--- src/rtl/hilo_sequencer_pkg.sv ---
// Shared definitions for the HI/LO multiply/divide sequencer: funct codes,
// FSM states and counter width.
package hilo_sequencer_pkg;

  localparam int CNT_W = 6;

  localparam logic [5:0] FN_MFHI  = 6'b010000;
  localparam logic [5:0] FN_MTHI  = 6'b010001;
  localparam logic [5:0] FN_MFLO  = 6'b010010;
  localparam logic [5:0] FN_MTLO  = 6'b010011;
  localparam logic [5:0] FN_MULT  = 6'b011000;
  localparam logic [5:0] FN_MULTU = 6'b011001;
  localparam logic [5:0] FN_DIV   = 6'b011010;
  localparam logic [5:0] FN_DIVU  = 6'b011011;

  typedef enum logic [1:0] {
    ST_IDLE,
    ST_MUL,
    ST_DIV,
    ST_FIX
  } state_t;

  function automatic logic fn_known(input logic [5:0] f);
    return (f == FN_MFHI) || (f == FN_MTHI) || (f == FN_MFLO) || (f == FN_MTLO) ||
           (f == FN_MULT) || (f == FN_MULTU) || (f == FN_DIV) || (f == FN_DIVU);
  endfunction

endpackage

--- src/rtl/hilo_sequencer_step.sv ---
// One combinational iteration: shift-add multiply (mode=0) or restoring
// shift-subtract divide (mode=1) on the {acc_hi, acc_lo} pair.
module hilo_step #(
  parameter int WIDTH = 32
) (
  input  logic             mode,
  input  logic [WIDTH-1:0] acc_hi,
  input  logic [WIDTH-1:0] acc_lo,
  input  logic [WIDTH-1:0] opnd,
  output logic [WIDTH-1:0] hi_next,
  output logic [WIDTH-1:0] lo_next
);

  logic [WIDTH:0] sum;
  logic [WIDTH:0] shifted;
  logic [WIDTH:0] diff;

  always_comb begin
    sum     = {1'b0, acc_hi} + (acc_lo[0] ? {1'b0, opnd} : '0);
    shifted = {acc_hi, acc_lo[WIDTH-1]};
    diff    = shifted - {1'b0, opnd};
    hi_next = '0;
    lo_next = '0;
    if (!mode) begin
      // Multiplier bits shift out of acc_lo as product bits shift in.
      hi_next = sum[WIDTH:1];
      lo_next = {sum[0], acc_lo[WIDTH-1:1]};
    end else if (!diff[WIDTH]) begin
      hi_next = diff[WIDTH-1:0];
      lo_next = {acc_lo[WIDTH-2:0], 1'b1};
    end else begin
      hi_next = shifted[WIDTH-1:0];
      lo_next = {acc_lo[WIDTH-2:0], 1'b0};
    end
  end

endmodule

--- src/rtl/hilo_sequencer.sv ---
// HI/LO unit: MT*/MF* in one cycle, MULT/DIV over 32 iterations plus a fix-up
// cycle (33 edges); recognised instructions stall while an operation is in flight.
module hilo_sequencer
  import hilo_sequencer_pkg::*;
#(
  parameter int WIDTH = 32
) (
  input  logic             clock,
  input  logic             reset,
  input  logic             issue,
  input  logic [5:0]       func,
  input  logic [WIDTH-1:0] rsData,
  input  logic [WIDTH-1:0] rtData,
  input  logic             flush,
  output logic             stall,
  output logic [WIDTH-1:0] readData,
  output logic             busy,
  output logic             done
);

  state_t             state, state_nxt;
  logic [CNT_W-1:0]   cnt;
  logic [WIDTH-1:0]   hi, lo;
  logic [WIDTH-1:0]   acc_hi, acc_lo, opnd;
  logic               neg_q, neg_r, is_div, div_zero, done_q;
  logic [WIDTH-1:0]   step_hi, step_lo;
  logic               known, accept, signed_op;
  logic [WIDTH-1:0]   rs_mag, rt_mag;
  logic [2*WIDTH-1:0] prod, prod_fix;

  hilo_step #(.WIDTH(WIDTH)) u_step (
    .mode    (state == ST_DIV),
    .acc_hi  (acc_hi),
    .acc_lo  (acc_lo),
    .opnd    (opnd),
    .hi_next (step_hi),
    .lo_next (step_lo)
  );

  always_comb begin
    known     = issue && fn_known(func);
    accept    = known && (state == ST_IDLE) && !flush;
    stall     = known && (state != ST_IDLE);
    busy      = (state != ST_IDLE);
    done      = done_q;
    signed_op = !func[0];
    // Negating 0x80000000 leaves 0x80000000, which reads correctly as 2^31.
    rs_mag    = (signed_op && rsData[WIDTH-1]) ? -rsData : rsData;
    rt_mag    = (signed_op && rtData[WIDTH-1]) ? -rtData : rtData;
    prod      = {acc_hi, acc_lo};
    prod_fix  = neg_q ? -prod : prod;
    readData  = '0;
    if (accept && func == FN_MFHI) readData = hi;
    if (accept && func == FN_MFLO) readData = lo;
  end

  always_comb begin
    state_nxt = state;
    case (state)
      ST_IDLE: begin
        if (accept && (func == FN_MULT || func == FN_MULTU)) begin
          state_nxt = ST_MUL;
        end else if (accept && (func == FN_DIV || func == FN_DIVU)) begin
          state_nxt = (rtData == '0) ? ST_FIX : ST_DIV;
        end
      end
      ST_MUL, ST_DIV: if (cnt == CNT_W'(WIDTH - 1)) state_nxt = ST_FIX;
      ST_FIX:  state_nxt = ST_IDLE;
      default: state_nxt = ST_IDLE;
    endcase
    if (flush) state_nxt = ST_IDLE;
  end

  always_ff @(posedge clock) begin
    if (reset) begin
      state    <= ST_IDLE;
      cnt      <= '0;
      hi       <= '0;
      lo       <= '0;
      acc_hi   <= '0;
      acc_lo   <= '0;
      opnd     <= '0;
      neg_q    <= 1'b0;
      neg_r    <= 1'b0;
      is_div   <= 1'b0;
      div_zero <= 1'b0;
      done_q   <= 1'b0;
    end else begin
      state  <= state_nxt;
      done_q <= (state == ST_FIX) && !flush;
      if (!flush) begin
        case (state)
          ST_IDLE: begin
            if (accept && func == FN_MTHI) hi <= rsData;
            if (accept && func == FN_MTLO) lo <= rsData;
            if (accept && (func == FN_MULT || func == FN_MULTU)) begin
              acc_hi   <= '0;
              acc_lo   <= rt_mag;
              opnd     <= rs_mag;
              neg_q    <= signed_op && (rsData[WIDTH-1] ^ rtData[WIDTH-1]);
              neg_r    <= 1'b0;
              is_div   <= 1'b0;
              div_zero <= 1'b0;
              cnt      <= '0;
            end
            if (accept && (func == FN_DIV || func == FN_DIVU)) begin
              is_div   <= 1'b1;
              cnt      <= '0;
              opnd     <= rt_mag;
              neg_q    <= signed_op && (rsData[WIDTH-1] ^ rtData[WIDTH-1]);
              neg_r    <= signed_op && rsData[WIDTH-1];
              div_zero <= (rtData == '0);
              // A zero divisor preloads the final HI/LO values directly.
              acc_hi   <= (rtData == '0) ? rsData : '0;
              acc_lo   <= (rtData == '0) ? '1 : rs_mag;
            end
          end
          ST_MUL, ST_DIV: begin
            acc_hi <= step_hi;
            acc_lo <= step_lo;
            cnt    <= cnt + CNT_W'(1);
          end
          ST_FIX: begin
            if (div_zero) begin
              hi <= acc_hi;
              lo <= acc_lo;
            end else if (is_div) begin
              hi <= neg_r ? -acc_hi : acc_hi;
              lo <= neg_q ? -acc_lo : acc_lo;
            end else begin
              {hi, lo} <= prod_fix;
            end
          end
          default: ;
        endcase
      end
    end
  end

endmodule
--- config.mk ---
export PLATFORM = sky130hd
export DESIGN_NAME = hilo_sequencer
export DESIGN_NICKNAME = d
export VERILOG_FILES = /design/src/rtl/hilo_sequencer_pkg.sv /design/src/rtl/hilo_sequencer_step.sv /design/src/rtl/hilo_sequencer.sv
export SDC_FILE = /design/constraint.sdc
export NUM_CORES = 1
export LEC_CHECK = 0
export ABC_CLOCK_PERIOD_IN_PS = 3600
export CAP_MARGIN = 15
export CORE_MARGIN = 4
export CORE_UTILIZATION = 50
export CTS_CLUSTER_SIZE = 28
export DETAILED_ROUTE_END_ITERATION = 12
export HOLD_SLACK_MARGIN = 0.08
export PLACE_DENSITY = 0.69
export SYNTH_ARGS = -nofsm -noshare
export SYNTH_HDL_FRONTEND = slang
export SYNTH_SLANG_ARGS = --single-unit
--- constraint.sdc ---
create_clock -name clock -period 3.6 [get_ports clock]
set_input_delay 0.54 -clock clock [delete_from_list [all_inputs] [get_ports clock]]
set_output_delay 0.54 -clock clock [all_outputs]
set_load 0.02 [all_outputs]
==> impl_metrics.prom, run 1 <==
# TYPE chip_impl_metric gauge
chip_impl_metric{name="postLayoutSetupSlackWorst",unit="ns"} -0.0701
chip_impl_metric{name="antenna_found_initial",unit=""} 2
chip_impl_info{name="rr_startpoint",value="acc_lo[18]"} 1
chip_impl_metric{name="detailed_place_hpwl",unit="mm"} 57.9
chip_impl_metric{name="p_leak",unit="uW"} 0.00787
chip_impl_metric{name="stdcell_area",unit="sq um"} 19900
chip_impl_metric{name="die-area",unit="sq um"} 35500
chip_impl_metric{name="clkSinkCount",unit=""} 173
chip_impl_metric{name="grt_pass1_wl",unit="mm"} 109
chip_impl_metric{name="placementRows",unit=""} 65
chip_impl_metric{name="maxClockFrequency",unit="GHz"} 0.272
chip_impl_metric{name="cts_made_buffers",unit=""} 17
chip_impl_metric{name="place_ws",unit="ns"} -0.0567
chip_impl_metric{name="synth-async-reset-ratio",unit="%"} 0
chip_impl_metric{name="synth.ff_latch_count",unit=""} 173
chip_impl_metric{name="grt_util_all_layers",unit="%"} 39.8
chip_impl_info{name="cp-startpoint",value="acc_lo[18]"} 1
chip_impl_metric{name="gp_congestion",unit=""} 1.06
chip_impl_metric{name="clock-skew-final",unit="ns"} 0.0168
chip_impl_metric{name="wl_per_cell",unit="um"} 25.5
chip_impl_metric{name="die_h",unit="um"} 188
chip_impl_metric{name="ant_nets",unit=""} 0
chip_impl_metric{name="io-pin-count",unit=""} 109
chip_impl_metric{name="post_synth_num_cell_types",unit=""} 95
chip_impl_metric{name="layout-area-overhead-vs-synth",unit="%"} 22.1
chip_impl_metric{name="cts_max_path_buffers",unit=""} 2
chip_impl_metric{name="post-route-min-period",unit="ns"} 3.67
chip_impl_metric{name="core_area",unit="sq um"} 31900
chip_impl_metric{name="mappedNetlistArea",unit="sq um"} 16300
chip_impl_info{name="layout_common_cells",value="281 x nor2_1, 235 x buf_4, 234 x a21oi_1"} 1
chip_impl_info{name="timing.setup.critical_path_class",value="flip-flop to flip-flop"} 1
chip_impl_metric{name="synth.yosys.warnings",unit=""} 0
chip_impl_metric{name="power_per_cell_area",unit="nW/um^2"} 260
chip_impl_metric{name="post-route-period-util",unit="%"} 102
chip_impl_metric{name="hold_viol",unit=""} 0
chip_impl_metric{name="clk_latency",unit="ns"} 0.46
chip_impl_info{name="result_of_the_run",value="finished with violations"} 1
chip_impl_metric{name="cts_max_level",unit=""} 4
chip_impl_metric{name="detailedRoute.firstPassIterationCount",unit=""} 10
chip_impl_metric{name="syn_inst",unit=""} 2254
chip_impl_metric{name="die_width",unit="um"} 188
chip_impl_metric{name="routed-via-count",unit=""} 19300
chip_impl_metric{name="maximum_number_of_pins_on_one_net_before_global_route_repair",unit=""} 81
chip_impl_metric{name="vdd_ir_drop_max",unit="mV"} 0.385
chip_impl_info{name="worstHoldStart",value="reset"} 1
chip_impl_metric{name="path_max_fanout",unit=""} 4
chip_impl_metric{name="buffer_ports.inserted",unit=""} 108
chip_impl_metric{name="hold-path-cell-count",unit=""} 2
chip_impl_metric{name="slew_headroom",unit="%"} 34.5
chip_impl_metric{name="ctsHoldBuffers",unit=""} 0
chip_impl_metric{name="post-place-cells",unit=""} 2874
chip_impl_info{name="cts_tree",value="done"} 1
chip_impl_metric{name="timing_worst_slew_pin_value",unit="ns"} 0.983
chip_impl_metric{name="final_cells",unit=""} 2908
chip_impl_metric{name="final.setup.tns",unit="ns"} -0.0701
chip_impl_info{name="most_common_library_cell_in_the_layout_ignoring_fill_and_taps",value="nor2_1"} 1
chip_impl_metric{name="clk_transition_reported_paths",unit="ns"} 0.08
chip_impl_info{name="cp-end-kind",value="flip-flop"} 1
chip_impl_metric{name="report.final.slew_viol_count",unit=""} 0
chip_impl_metric{name="drcViolationCount",unit=""} 0
chip_impl_metric{name="data_arrival_time_of_the_critical_path",unit="ns"} 4.02
chip_impl_metric{name="mappedNetlistNets",unit=""} 2403
chip_impl_metric{name="via_count_of_the_first_global_routing_pass",unit=""} 17900
chip_impl_metric{name="initial_utilization",unit="%"} 51.1
chip_impl_metric{name="synth_edf_count",unit=""} 0
chip_impl_metric{name="post_detailed_route_via_to_cell_ratio",unit=""} 6.65
chip_impl_metric{name="worst_ep_required_time",unit="ns"} 3.95
chip_impl_metric{name="syn-mean-instance-area",unit="sq um"} 7.22
chip_impl_metric{name="drt_wl_total",unit="mm"} 74.1
chip_impl_metric{name="postPlaceCellArea",unit="sq um"} 19100
chip_impl_info{name="timing.critical_path.from_type",value="flip-flop"} 1
chip_impl_info{name="timing.hold.worst.class",value="input pin to flip-flop"} 1
chip_impl_metric{name="seq_area_frac_synth",unit="%"} 21.3
chip_impl_metric{name="antenna-diode-count",unit=""} 0
chip_impl_metric{name="drive_above_1_share",unit="%"} 15.5
chip_impl_info{name="ctsRootBufferMaster",value="clkbuf_16"} 1
chip_impl_metric{name="ff2ff_path_depth",unit=""} 9
chip_impl_metric{name="drt_first_iter_violations",unit=""} 2406
chip_impl_metric{name="maxCapViolations",unit=""} 0
chip_impl_info{name="ys_dominant_reg_cell",value="dfxtp_1"} 1
chip_impl_metric{name="setup-violations-final",unit=""} 1
chip_impl_metric{name="global_route.overflow_total",unit=""} 0
chip_impl_info{name="failed_checks",value="setup timing"} 1
chip_impl_metric{name="fin_nets",unit=""} 2609
==> critical path, stage by stage (launching register included) <==
cell and delay [ns]:
dfxtp_1 0.34, or4_4 0.62, nor4_4 0.40, nand3b_2 0.29, nor4_1 0.52, nand4_1 0.28
o21ai_0 0.55, xnor2_1 0.25, a211oi_1 0.12, a21o_1 0.19
==> cells in the mapped netlist (8+ instances only) <==
cell type / count / area share [%]
a221o_1: 13 / 0.80
or3_1: 15 / 0.58
and3_1: 13 / 0.50
nand4_1: 17 / 0.65
nor4_1: 19 / 0.73
nand2b_1: 27 / 1.0
and2_1: 14 / 0.54
o211ai_1: 28 / 1.3
a31oi_1: 50 / 1.9
xnor2_1: 82 / 4.4
nor2b_1: 18 / 0.69
o21ai_0: 140 / 4.3
ha_1: 73 / 5.6
dfxtp_1: 173 / 21
a21o_1: 31 / 1.4
mux2i_1: 62 / 3.8
xor2_1: 78 / 4.2
mux2_2: 40 / 2.8
nand3_1: 63 / 1.9
or4_1: 14 / 0.65
nand2_1: 169 / 3.9
buf_2: 11 / 0.34
inv_1: 76 / 1.8
o31ai_1: 26 / 1.2
a21oi_1: 236 / 7.3
o21a_1: 12 / 0.55
a311oi_1: 8 / 0.43
nor3_1: 60 / 1.8
o21ai_1: 8 / 0.25
a221oi_1: 16 / 0.86
nor2_1: 282 / 6.5
o22ai_1: 8 / 0.31
o41ai_1: 17 / 0.91
a211oi_1: 77 / 3.5
clkbuf_1: 138 / 3.2
==> logic make-up (layout without fill, tap and decap cells) <==
group / after synthesis / after routing / share of synthesized area, %
simple gates: 759 / 759 / 22.3
compound gates: 748 / 748 / 29.7
buf+inv: 237 / 456 / 5.69
flops: 173 / 173 / 21.3
xor+xnor: 160 / 160 / 8.61
mux: 102 / 102 / 6.58
fa+ha+maj: 75 / 75 / 5.86
==> path summary, 6_finish.rpt <==
check	end	slack, ns
min reg2reg	hi[28]	0.46
max	hi[26]	-0.07
min	acc_hi[22]	0.31
max reg2reg	hi[26]	-0.07
==> layer usage <==
layer,share of wire [%],global-route usage (%),routed length [um],up-vias
met1,39,51.4,28600,9083
met3,12,8.91,8650,276
li1,-,-,-,8702
met5,0.015,0,11,-
met4,7.4,24.5,5500,2
met2,42,60.3,31400,1266
==> power by group <==
| group | internal [uW] | switching (uW) |
|---|---|---|
| combinational | 507 | 763 |
| sequential | 1920 | 11.1 |
| clock | 950 | 1020 |
==> area by class of cell <==
type / instances / area [sq um]
Clock buffer: 17 / 425
Clock inverter: 15 / 189
Fill cell: 3013 / 12000
Inverter: 77 / 289
Multi-Input combinational cell: 1844 / 12000
Sequential cell: 173 / 3460
Tap cell: 435 / 544
Timing Repair Buffer: 347 / 2920
==> sequential cells by signal (all words and copies together), names as in the netlist, 2 cells and up <==
name	cells
acc_hi	32
acc_lo	32
cnt	6
hi	32
lo	32
opnd	32
state	2
==> what timing repair did <==
| item | CTS | global route |
|---|---|---|
| pin swaps | 0 | 3 |
| endpoints found under the hold margin | 0 | 0 |
| resized for setup | 1 | 23 |
| setup endpoints to repair | 1 | 26 |
| setup buffers | 0 | 2 |
==> stage by stage <==
stage          hold WS [ns]  utilization, %  power (uW)
6_report              0.308            62.3        5180
3_5_place_dp          0.441            60.0        3180
4_1_cts               0.294            62.0        5110
5_1_grt               0.303            62.3        5310
3_3_place_gp          0.435            60.0        3180
2_1_floorplan         0.424               -        2670
(Power assumes the default switching activity.)
==> inputs of run 2 (changes only) <==
CORE_UTILIZATION = 40   (was 50)
CTS_CLUSTER_DIAMETER = 200   (was unset)
PLACE_DENSITY = 0.58   (was 0.69)
REMOVE_ABC_BUFFERS = 1   (was unset)
==> impl_metrics.prom, run 2 (synthesis gave the netlist of run 1 again) <==
# TYPE chip_impl_metric gauge
chip_impl_metric{name="hold_viol",unit=""} 0
chip_impl_metric{name="die_width",unit="um"} 210
chip_impl_metric{name="worst_ep_required_time",unit="ns"} 3.95
chip_impl_metric{name="timing_worst_slew_pin_value",unit="ns"} 1.01
chip_impl_metric{name="wl_per_cell",unit="um"} 25.6
chip_impl_metric{name="gp_congestion",unit=""} 1.04
chip_impl_metric{name="maxCapViolations",unit=""} 0
chip_impl_metric{name="fin_nets",unit=""} 2633
chip_impl_metric{name="io-pin-count",unit=""} 109
chip_impl_metric{name="drcViolationCount",unit=""} 0
chip_impl_metric{name="clock-skew-final",unit="ns"} 0.0180
chip_impl_metric{name="core_area",unit="sq um"} 40000
chip_impl_info{name="rsz0062_at_grt",value="false"} 1
chip_impl_info{name="timing.hold.worst.class",value="input pin to flip-flop"} 1
chip_impl_metric{name="maxClockFrequency",unit="GHz"} 0.286
chip_impl_info{name="result_of_the_run",value="finished clean"} 1
chip_impl_metric{name="ant_nets",unit=""} 0
chip_impl_metric{name="power_per_cell_area",unit="nW/um^2"} 265
chip_impl_metric{name="die_h",unit="um"} 210
chip_impl_info{name="cts_tree",value="done"} 1
chip_impl_metric{name="cts_max_level",unit=""} 4
chip_impl_metric{name="clk_transition_reported_paths",unit="ns"} 0.08
chip_impl_metric{name="cts_max_path_buffers",unit=""} 2
chip_impl_metric{name="via_count_of_the_first_global_routing_pass",unit=""} 18000
chip_impl_metric{name="multi_input_area",unit="sq um"} 12000
chip_impl_metric{name="global_route.overflow_total",unit=""} 0
chip_impl_metric{name="drt_wl_total",unit="mm"} 77.3
chip_impl_metric{name="initial_utilization",unit="%"} 40.7
chip_impl_info{name="timing.setup.critical_path_class",value="flip-flop to flip-flop"} 1
chip_impl_metric{name="detailed_place_hpwl",unit="mm"} 61.1
chip_impl_info{name="layout_common_cells",value="281 x nor2_1, 259 x buf_4, 234 x a21oi_1"} 1
chip_impl_metric{name="report.final.slew_viol_count",unit=""} 0
chip_impl_metric{name="final_cells",unit=""} 3023
chip_impl_metric{name="detailedRoute.firstPassIterationCount",unit=""} 9
chip_impl_metric{name="post-route-period-util",unit="%"} 97.3
chip_impl_metric{name="postPlaceCellArea",unit="sq um"} 19500
chip_impl_info{name="cp-startpoint",value="acc_lo[31]"} 1
chip_impl_metric{name="cts_setup_buffers",unit=""} 0
chip_impl_metric{name="slew_headroom",unit="%"} 32.7
chip_impl_info{name="timing.critical_path.from_type",value="flip-flop"} 1
chip_impl_metric{name="antenna_found_initial",unit=""} 0
chip_impl_metric{name="regArea",unit="sq um"} 3460
chip_impl_info{name="cp-end-kind",value="flip-flop"} 1
chip_impl_metric{name="grt_pass1_wl",unit="mm"} 114
chip_impl_metric{name="p_leak",unit="uW"} 0.00799
chip_impl_metric{name="clk_latency",unit="ns"} 0.48
chip_impl_metric{name="post-route-min-period",unit="ns"} 3.50
chip_impl_metric{name="routed-via-count",unit=""} 19200
chip_impl_metric{name="die-area",unit="sq um"} 44000
chip_impl_metric{name="drive_above_1_share",unit="%"} 16.3
chip_impl_metric{name="placementRows",unit=""} 73
chip_impl_metric{name="path_max_fanout",unit=""} 15
chip_impl_metric{name="stdcell_area",unit="sq um"} 20200
chip_impl_metric{name="finish.utilization",unit="%"} 50.5
chip_impl_metric{name="setup-violations-final",unit=""} 0
chip_impl_metric{name="maximum_number_of_pins_on_one_net_before_global_route_repair",unit=""} 72
chip_impl_metric{name="buffer_ports.inserted",unit=""} 108
chip_impl_info{name="ctsRootBufferMaster",value="clkbuf_16"} 1
chip_impl_info{name="rr_startpoint",value="acc_lo[31]"} 1
chip_impl_metric{name="cts_made_buffers",unit=""} 17
chip_impl_metric{name="clkSinkCount",unit=""} 173
chip_impl_metric{name="data_arrival_time_of_the_critical_path",unit="ns"} 3.85
chip_impl_metric{name="ctsHoldBuffers",unit=""} 0
chip_impl_metric{name="number_of_filler_cells_placed_in_the_layout",unit=""} 4005
chip_impl_info{name="most_common_library_cell_in_the_layout_ignoring_fill_and_taps",value="nor2_1"} 1
chip_impl_info{name="worstHoldStart",value="reset"} 1
chip_impl_metric{name="drt_first_iter_violations",unit=""} 2218
chip_impl_metric{name="post-place-cells",unit=""} 2989
chip_impl_metric{name="vdd_ir_drop_max",unit="mV"} 0.274
chip_impl_metric{name="grt_util_all_layers",unit="%"} 33.7
chip_impl_metric{name="post_detailed_route_via_to_cell_ratio",unit=""} 6.34
chip_impl_metric{name="layout-area-overhead-vs-synth",unit="%"} 24.0
[run 2: layout make-up]
cell class	count	share of cell area [%]
Multi-Input combinational cell	1844	59.6
Sequential cell	173	17.1
Timing Repair Buffer	371	15.5
Tap cell	525	3.25
Clock buffer	18	2.17
Inverter	77	1.43
Clock inverter	14	0.917
Antenna cell	1	0.0124
[run 2: worst paths after layout]
path           endpoint  slack (ns)  depth (start not counted)
max reg2reg  acc_hi[12]         0.1                         14
min reg2reg    opnd[17]        0.46                          2
min              lo[14]        0.45                          2
max          acc_hi[12]         0.1                         14
[run 2: what timing repair did]
item / 4_1_cts / 5_1_grt
gates resized for setup: 3 / 18
hold endpoints to repair: 0 / 0
endpoints found under the setup margin: 5 / 19
cloned: 0 / 1
pin swaps: 0 / 7
[run 2: critical path, stage by stage (launching register included)]
cell and delay, ns:
dfxtp_1 0.33, inv_1 0.06, ha_1 0.22, inv_1 0.09, fa_2 0.23, a211oi_1 0.10
o211ai_1 0.26, a41oi_1 0.19, or3_4 0.44, o41a_1 0.40, nand3_4 0.13, buf_12 0.18
mux2_2 0.36, a221oi_1 0.27, a21oi_1 0.11
[run 2: through the flow]
step	setup TNS (ns)	hold slack, ns	total power, uW	setup WS [ns]
floorplan	-125.87	0.424	2610	-2.39
global placement	-0.684	0.434	3230	-0.206
detailed placement	-0.752	0.439	3230	-0.219
CTS	0	0.448	5280	0.0127
global route	0	0.467	5490	0.0134
finish	0	0.452	5360	0.0985
[run 2: layer usage]
layer,vias up,wire length [um],global-route usage [%]
met2,1135,32700,50.3
met1,9080,31800,45.4
met5,-,0,0
met3,217,7800,6.35
met4,0,5060,19.2
li1,8719,-,-
[run 2: where the power goes]
part	switching [uW]	leakage (uW)	total (uW)	internal [uW]
combinational	808	0.00629	1340	535
clock	1000	0.000309	2090	1080
sequential	10.7	0.00139	1930	1920
total	1820	0.00799	5360	3540
==> edit (config.mk and constraints of run 1) <==
The 4 states of `state_t` get a one-hot encoding in 4 bits.
--- a/src/rtl/hilo_sequencer_pkg.sv
+++ b/src/rtl/hilo_sequencer_pkg.sv
@@ -13,11 +13,11 @@
   localparam logic [5:0] FN_DIV   = 6'b011010;
   localparam logic [5:0] FN_DIVU  = 6'b011011;
 
-  typedef enum logic [1:0] {
-    ST_IDLE,
-    ST_MUL,
-    ST_DIV,
-    ST_FIX
+  typedef enum logic [3:0] {
+    ST_IDLE = 4'b0001,
+    ST_MUL  = 4'b0010,
+    ST_DIV  = 4'b0100,
+    ST_FIX  = 4'b1000
   } state_t;
 
   function automatic logic fn_known(input logic [5:0] f);
Function: no difference found for any inputs over 4 cycles, from zero or initial values and one cycle with reset high; so few cycles prove little.
==> edit against run 1 <==
Total power shrank 2.0%; routed wire length shrank 11%; clock power grew 6%; first-iteration DRC count grew 15%; area after synthesis shrank 5.3%; critical path type unchanged; non-clock buffer count shrank 84; sequential cell count grew 2; setup slack gained 0.21 ns; design area shrank 8.0%; synthesized cell count shrank 4.0%; maximum frequency grew 6.1%.
==> edit: results (changes against run 1) <==
metric,value,unit,change
dpl cell area,0.0176,mm²,-8.0%
syn_nets,2309,,-3.9%
Root Driver,clkbuf_16,,
leakage power,7.08,nW,-10%
maximum vdd drop,0.000295,V,-23%
WP data arrival,3.85,ns,-0.17 ns
end of the worst register-to-register path,acc_hi[31]$_SDFFE_PP0P_,,
Flop pwr share,0.387,,+0.014
Fin Hold WS,0.458,ns,+0.151 ns
crit path launch,acc_hi[4]$_SDFFE_PP0P_,,
worst slack at placement,0.0261,ns,+0.0827 ns
detailed placer's ending HPWL,50100,µm,-14%
clk_lat worst skew,0.47,ns,
Final Non-Filler Cells,2700,,-7.2%
vias in the first global route,16200,,-9.8%
GRT Total Usage,0.375,,-0.0226
Hold EP,opnd[5]$_SDFFE_PP0P_,,
Clock Path Buffers,2,,unchanged
CP max stage cell,a2111o_1,,
Top Layer Used,met4,,
initial antenna violation count,0,,-2
Reg2Reg Depth,10,,+1
"delay-heaviest family, CP",compound AO/OA/AOI/OAI gates,,
Num CTS Buffers,17,,unchanged
"slowest stage delay, CP",0.44,ns,-0.18 ns
R2R Path Start,acc_hi[4]$_SDFFE_PP0P_,,
post-synthesis async set-or-reset flop share,0,,unchanged
relative slew slack,0.232,,-0.113
"top cells by count, synth","nor2_1 (301), a21oi_1 (285), dfxtp_1 (175), nand2_1 (156), clkbuf_1 (142)",,
vias,18000,,-7.1%
seq pwr,1.96,mW,
1st-iter DRT viols,2777,,+15%
worst setup path class,reg -> reg,,
status,finished clean,,
synthesized area per cell,7.13,µm²,-1.3%
hold path cells,2,,unchanged
sw frac,0.328,,-0.0193
R2R setup slack,0.14,ns,+0.21 ns
Routed WL,66000,µm,-11%
Pre-antenna DRT Iters,9,,-1
Area contributors post-synth,"dfxtp_1 (23%), a21oi_1 (9.2%), nor2_1 (7.3%), ha_1 (5.6%), xnor2_1 (5.2%)",,
clock skew,0.0201,ns,+0.00336 ns
largest net degree at the start of global routing,89,,+9.9%
Placer Congestion,1.02,,-3.8%
Post-layout nets,2436,,-6.6%
CP Max Fanout,6,,+2
antenna cells,0,,unchanged
met3 routed WL,8430,µm,-2.5%
M1 WL,27500,µm,-3.8%
Routed met2 length,26200,µm,-17%
CTS H-Tree Depth,4,,unchanged
antenna-violating nets left,0,,unchanged
worst hold path class,reg -> reg,,
synth unique cells,78,,-18%
first-pass GRT wire length,97800,µm,-10%
Final Critical Period,3.46,ns,-0.210 ns
"Seq/Total Area, Yosys",0.227,,+0.0144
layout cells sized above 1,0.0972,,-0.0577
Comb power,1.02,mW,-20%
hold_sp,opnd[5]$_SDFFE_PP0P_,,
==> edit: cell count changes after synthesis, sizes merged, moves of 10 or more <==
cell,run 1,this run
nor2,283,302
a21oi,237,285
a221o,13,34
nand2,170,157
buf,22,11
xnor2,82,92
a31oi,50,37
o31ai,27,15
a211oi,77,87
mux2,40,2
inv,77,64
o21ai,148,137
nand3,65,23
==> edit: cells by family (layout without fill, tap and decap cells) <==
| kind of cell | count (synthesis) | after routing | synth area share |
|---|---|---|---|
| AO/OA/AOI/OAI | 778 | 778 | 0.320 |
| adder cells (fa/ha/maj) | 71 | 71 | 0.0586 |
| multiplexers | 56 | 56 | 0.0365 |
| XOR/XNOR | 167 | 167 | 0.0948 |
| buffers and inverters | 219 | 359 | 0.0548 |
| AND/OR/NAND/NOR | 698 | 698 | 0.208 |
| flip-flops | 175 | 175 | 0.227 |
==> edit: worst reg2reg max path: stages, from the launching register on <==
cell and delay [ns]:
dfxtp_1 0.43, ha_1 0.32, a2111o_1 0.44, o21a_1 0.20
a21oi_1 0.27, o21ai_0 0.24, a41oi_1 0.43, o21ai_0 0.25
o31a_1 0.33, or3_1 0.35, a31oi_1 0.13
==> edit: timing repair <==
| item | in CTS | in global routing |
|---|---|---|
| setup endpoints to repair | 1 | 22 |
| setup buffers | 0 | 1 |
| pin swaps | 0 | 1 |
| endpoints found under the hold margin | 0 | 0 |
| gates resized for setup | 1 | 11 |
==> edit: layout make-up <==
class	instances	area (µm²)
Fill cell	2911	12200
Timing Repair Buffer	263	2280
Inverter	64	240
Clock buffer	17	425
Multi-Input combinational cell	1770	11100
Clock inverter	15	214
Tap cell	396	495
Sequential cell	175	3510
==> edit: metal layers <==
layer	GRT usage	vias up
li1	-	8163
met1	0.538	8395
met2	0.522	1199
met3	0.0930	195
met4	0.183	0
met5	0	-
